===== src/rtl/btb_assoc.sv =====
// N-way set-associative branch target buffer: combinational fetch-PC prediction,
// clocked update/allocation from resolved branches, 2-bit counters and tree pLRU.
module btb_assoc #(
    parameter int NUM_SETS = 8,
    parameter int NUM_WAYS = 2,
    parameter int ADDR_W   = 32
) (
    input  logic                                             clk,
    input  logic                                             rst,
    input  logic                                             lookup_en,
    input  logic [ADDR_W-1:0]                                lookup_pc,
    output logic                                             pred_hit,
    output logic                                             pred_taken,
    output logic [ADDR_W-1:0]                                pred_target,
    output logic [((NUM_WAYS > 1) ? $clog2(NUM_WAYS) : 1)-1:0] pred_way,
    input  logic                                             upd_en,
    input  logic [ADDR_W-1:0]                                upd_pc,
    input  logic                                             upd_taken,
    input  logic [ADDR_W-1:0]                                upd_target,
    input  logic                                             flush
);
    localparam int INDEX_W = $clog2(NUM_SETS);
    localparam int TAG_W   = ADDR_W - INDEX_W - 2;
    localparam int WAY_W   = (NUM_WAYS > 1) ? $clog2(NUM_WAYS) : 1;

    logic [NUM_WAYS-1:0] r_valid  [NUM_SETS];
    logic [TAG_W-1:0]    r_tag    [NUM_SETS][NUM_WAYS];
    logic [ADDR_W-1:0]   r_target [NUM_SETS][NUM_WAYS];
    logic [1:0]          r_state  [NUM_SETS][NUM_WAYS];
    // Tree bits: [0] root, [1] left pair, [2] right pair; 2-way uses [0] only.
    logic [2:0]          r_plru   [NUM_SETS];

    logic [INDEX_W-1:0]  w_lk_idx, w_up_idx;
    logic [TAG_W-1:0]    w_lk_tag, w_up_tag;
    logic [NUM_WAYS-1:0] w_lk_match, w_up_match;
    logic                w_lk_hit, w_up_hit;
    logic [WAY_W-1:0]    w_lk_way, w_up_way, w_victim;
    logic                w_unused;

    assign w_lk_idx = lookup_pc[INDEX_W+1:2];
    assign w_lk_tag = lookup_pc[ADDR_W-1:INDEX_W+2];
    assign w_up_idx = upd_pc[INDEX_W+1:2];
    assign w_up_tag = upd_pc[ADDR_W-1:INDEX_W+2];
    assign w_unused = &{1'b0, lookup_pc[1:0], upd_pc[1:0]};

    function automatic logic [2:0] plru_touch(input logic [2:0] b, input logic [1:0] w);
        logic [2:0] n;
        n = b;
        if (NUM_WAYS == 4) begin
            n[0] = w[1];
            if (w[1]) n[2] = w[0];
            else      n[1] = w[0];
        end else if (NUM_WAYS == 2) begin
            n[0] = w[0];
        end
        return n;
    endfunction

    function automatic logic [1:0] plru_victim(input logic [2:0] b);
        logic [1:0] v;
        v = 2'b00;
        if (NUM_WAYS == 4) begin
            v[1] = ~b[0];
            v[0] = v[1] ? ~b[2] : ~b[1];
        end else if (NUM_WAYS == 2) begin
            v[0] = ~b[0];
        end
        return v;
    endfunction

    // Encoding 00 SNT, 01 WNT, 11 WT, 10 ST: the walk is a Gray-code ladder.
    function automatic logic [1:0] state_step(input logic [1:0] s, input logic taken);
        logic [1:0] n;
        n = s;
        if (taken) begin
            case (s)
                2'b00:   n = 2'b01;
                2'b01:   n = 2'b11;
                default: n = 2'b10;
            endcase
        end else begin
            case (s)
                2'b10:   n = 2'b11;
                2'b11:   n = 2'b01;
                default: n = 2'b00;
            endcase
        end
        return n;
    endfunction

    generate
        for (genvar gi = 0; gi < NUM_WAYS; gi++) begin : g_match
            assign w_lk_match[gi] = r_valid[w_lk_idx][gi] && (r_tag[w_lk_idx][gi] == w_lk_tag);
            assign w_up_match[gi] = r_valid[w_up_idx][gi] && (r_tag[w_up_idx][gi] == w_up_tag);
        end
    endgenerate

    // Descending scans so the lowest matching / lowest invalid way wins.
    always_comb begin
        w_lk_hit = |w_lk_match;
        w_up_hit = |w_up_match;
        w_lk_way = '0;
        w_up_way = '0;
        w_victim = WAY_W'(plru_victim(r_plru[w_up_idx]));
        for (int w = NUM_WAYS - 1; w >= 0; w--) begin
            if (w_lk_match[w])           w_lk_way = WAY_W'(w);
            if (w_up_match[w])           w_up_way = WAY_W'(w);
            if (!r_valid[w_up_idx][w])   w_victim = WAY_W'(w);
        end
    end

    assign pred_hit    = !rst && w_lk_hit;
    assign pred_taken  = pred_hit && r_state[w_lk_idx][w_lk_way][1];
    assign pred_target = pred_hit ? r_target[w_lk_idx][w_lk_way] : '0;
    assign pred_way    = pred_hit ? w_lk_way : '0;

    always_ff @(posedge clk) begin
        if (rst) begin
            for (int s = 0; s < NUM_SETS; s++) begin
                r_valid[s] <= '0;
                r_plru[s]  <= '0;
                for (int w = 0; w < NUM_WAYS; w++) begin
                    r_tag[s][w]    <= '0;
                    r_target[s][w] <= '0;
                    r_state[s][w]  <= 2'b00;
                end
            end
        end else if (flush) begin
            for (int s = 0; s < NUM_SETS; s++) begin
                r_valid[s] <= '0;
            end
        end else begin
            if (lookup_en && w_lk_hit) begin
                r_plru[w_lk_idx] <= plru_touch(r_plru[w_lk_idx], 2'(w_lk_way));
            end
            // Update writes come later so they override a lookup touch of the same set.
            if (upd_en) begin
                if (w_up_hit) begin
                    r_state[w_up_idx][w_up_way] <= state_step(r_state[w_up_idx][w_up_way], upd_taken);
                    if (upd_taken) begin
                        r_target[w_up_idx][w_up_way] <= upd_target;
                    end
                    r_plru[w_up_idx] <= plru_touch(r_plru[w_up_idx], 2'(w_up_way));
                end else if (upd_taken) begin
                    r_valid[w_up_idx][w_victim]  <= 1'b1;
                    r_tag[w_up_idx][w_victim]    <= w_up_tag;
                    r_target[w_up_idx][w_victim] <= upd_target;
                    r_state[w_up_idx][w_victim]  <= 2'b11;
                    r_plru[w_up_idx]             <= plru_touch(r_plru[w_up_idx], 2'(w_victim));
                end
            end
        end
    end
endmodule


===== config.mk =====
export PLATFORM = sky130hd
export DESIGN_NAME = btb_assoc
export DESIGN_NICKNAME = d
export VERILOG_FILES = /design/src/rtl/btb_assoc.sv
export SDC_FILE = /design/constraint.sdc
export NUM_CORES = 2
export LEC_CHECK = 0
export CAP_MARGIN = 20
export CORE_MARGIN = 3
export CORE_UTILIZATION = 56
export CTS_CLUSTER_SIZE = 8
export DETAILED_ROUTE_END_ITERATION = 7
export HOLD_SLACK_MARGIN = 0.15
export PLACE_DENSITY = 0.81
export SYNTH_ARGS = -nofsm -noshare
export SYNTH_HDL_FRONTEND = slang
export SYNTH_SLANG_ARGS = --single-unit

===== constraint.sdc =====
create_clock -name clk -period 4.08 [get_ports clk]
set_input_delay 0.408 -clock clk [delete_from_list [all_inputs] [get_ports clk]]
set_output_delay 0.408 -clock clk [all_outputs]
set_load 0.1 [all_outputs]

==> summary.md <==
- **Static Leak** 0.0228 uW
- **placeable core region** 0.0888 sq mm
- **Metal-1 WL** 59900 um
- **hold buffers post-CTS** 0
- **initial core utilization** 56.7%
- **Final Hold Vio Count** 0
- **final core utilization** 69.2%
- **Tot GR Track Use** 37.2%
- **post-route setup slack** -0.656 ns
- **critical path's largest stage delay** 0.57 ns
- **violations in the final reports** setup timing
- **final worst-path cycle share** 116%
- **number of instances in the synthesized netlist** 3912
- **number of distinct standard cells referenced by the synthesized netlist** 89
- **remaining antenna violation count** 0
- **Least-Margin Pin Slew** 1.01 ns
- **area growth from synthesis to layout** 22.1%
- **worst setup path category** reg -> out
- **Sinks on Clock Net** 1000
- **most numerous cell types in the synthesized netlist** edfxtp_1, and2_1, o22ai_1
- **Max-Cap Viols** 0
- **setup repair after global routing missed its margin** yes
- **Yosys reg bits** 1000
- **final layout net count** 4438
- **number of placement rows** 109
- **kind of capture point of the worst setup path** output port
- **flop2flop setup slack** 0.01 ns
- **clock transition at the registers of the reported paths** 0.05 ns
- **share of Yosys cell area claimed by the top area cell type** 58.7%
- **syn nets** 4014
- **final setup violating endpoints** 34
- **count of warnings emitted by yosys** 0
- **wire length reported by the detailed router** 177000 um
- **global-route wire length before repair** 255000 um
- **number of global-route vias before repair** 38514
- **Setup Skew** 0.0495 ns
- **ys flop type** edfxtp_1
- **remaining global-route overflow** 0
- **series of cell instances along the critical path** mux2_4, a221o_1, a222oi_1, xnor2_1, or4_4, nor4_4, a211oi_4, buf_12, or4_4, a21boi_4, buf_12
- **worst slew margin relative to its limit** 31.9%
- **PwrDens** 416 mW/mm^2
- **amount of wire on met3 after detailed routing** 28500 um
- **Fmax achieved** 211 MHz
- **Die Wd** 306 um
- **DIE HEIGHT** 306 um
- **final-layout setup total negative slack** -20.80 ns
- **die footprint** 0.0935 sq mm
- **via count** 39026
- **proportion of synthesized flip-flops having asynchronous set or reset** 0%
- **number of antenna violations at the first check in global routing** 10
- **run status** finished with violations
- **startpoint type of the worst setup path** register
- **arrival time of the worst setup path** 4.33 ns
- **pin count of the biggest net entering global routing** 59
- **count of final max-slew check failures** 0
- **summed instance area of the synthesized netlist** 0.0503 sq mm
- **average cell area after synthesis** 12.9 sq um
- **last weighted congestion value of the routability-driven placer** 1.01
- **First DRT Iteration DRCs** 6673
- **highest layer used for signal routing** met5
- **post-synthesis sequential area ratio** 59.4%
- **most frequently used cell type in the post-synthesis netlist** edfxtp_1
- **Post-synth EDFFs** 984
- **placed wire-length estimate after detailed placement** 110000 um
- **share of layout cells above drive strength 1** 25.4%
- **detailed-route vias per instance** 7.06
- **final routed DRC violation total** 0
- **largest fanout on the critical path** 30
- **library cell contributing the largest single delay on the critical path** or4_4
- **detailed-router iteration count before antenna repair** 7
- **CP required** 3.67 ns
- **IR drop worst, VDD** 0.439 mV
- **boundary pin count** 137
- **number of buffers added on ports** 132
- **cts bufs inserted** 142
- **biggest area consumer among synthesized cells** edfxtp_1
- **top post-synthesis cells by area** edfxtp_1, and2_1, o22ai_1
- **post-route minimum period** 4.74 ns
- **hold crit path type** in -> reg
- **H-tree Lvls** 4
- **TritonCTS clock tree** done
- **worst skew pair latency** 0.76 ns
- **clock root buffer master** clkbuf_16
- **routed length per placed instance** 32.1 um
- **met2 wirelength from detailed routing** 77100 um
- **FILL cells** 5593
- **maximum buffer depth of the clock tree** 3
state kept, by name, summed over array words and instances (netlist names):
name,cells
r_target,512
r_tag,432
r_state,32
r_valid,16
r_plru,8
cells by family (layout without fill, tap and decap cells):
family / after synthesis / count (layout) / synth area share, %
xor gates and xnor gates: 61 / 61 / 1.06
AOI/OAI and AO/OA: 637 / 637 / 9.11
and+or+nand+nor: 1489 / 1489 / 18.1
muxes: 363 / 363 / 9.05
DFF: 1000 / 1000 / 59.4
other: 0 / 7 / 0
buffers and inverters: 362 / 807 / 3.34
per-layer routing:
metal | track usage, % | vias up
li1 | - | 15581
met4 | 21.2 | 6
met5 | 0 | -
met1 | 48.7 | 18850
met2 | 54.4 | 3759
met3 | 12.5 | 830
path summary, 6_finish.rpt:
check / to / start / depth (start not counted)
max: pred_target[19] / r_tag[0][32] / 11
min: r_valid[1][0] / rst / 4
max reg2reg: r_target[3][18] / r_tag[5][48] / 12
min reg2reg: r_valid[4][1] / r_valid[4][1] / 1
stage by stage:
stage               cells  setup slack [ns]  instance area [sq um]  power (uW)  hold WS, ns
floorplan            3912            0.0167                  50700       13400        0.438
global placement     5340            -0.571                  56800       14700        0.451
detailed placement   5340            -0.562                  56800       14800        0.467
CTS                  5516            -0.644                  61100       25300        0.273
global route         5525            -0.748                  61400       26000        0.299
finish               5529            -0.656                  61400       25500        0.283
cell type report:
class	count	area (sq um)	area share, %
timing repair buffer	630	6530	10.6
clock inverter	15	342	0.556
inverter	12	46.3	0.0754
sequential	1000	29900	48.6
tap	1165	1460	2.37
multi-input combinational	2550	19600	31.9
antenna	7	17.5	0.0285
clock buffer	150	3580	5.83
layout by cell type, fill, tap and decap left out, types with 18 or more instances in the layout:
cell	synthesis	layout
o22ai_1	300	296
nor4_1	74	70
nor2b_4	0	24
nor2_1	67	50
nand2_1	77	69
buf_12	0	113
a221oi_1	46	41
xnor2_1	26	23
mux2i_1	143	129
o22a_1	23	23
edfxtp_1	984	984
nor2_2	2	18
buf_4	16	406
xor2_1	35	35
clkbuf_16	0	145
mux4_2	57	57
a22oi_1	56	55
mux2_2	159	158
o21ai_0	26	26
clkdlybuf4s50_1	0	90
nand2b_1	28	26
o21a_1	27	26
o221ai_1	26	26
and2_1	945	944
or2_2	33	23
nor3_1	70	70
a221o_1	21	21
nand4_1	21	21
power by group:
group          total, uW  leakage [uW]  internal, uW  switching (uW)
sequential         11900       0.00988         11700             216
clock              10700       0.00190          6240            4470
combinational       2890        0.0110          1180            1710
critical path: cells and delay by family (launching register included):
kind	cells	cell delay [ns]
XOR/XNOR	1	0.16
flip-flops	1	0.40
buffers and inverters	2	0.40
multiplexers	1	0.28
AND/OR/NAND/NOR	3	1.31
AO/OA/AOI/OAI	4	1.01
repair_timing:
action,in CTS,in global routing
buffers inserted,8,4
pin swaps,2,15
cloned,3,3
setup endpoints to repair,76,1315
gates resized for setup,38,56
Note: power is estimated with default switching activity, not from simulation.
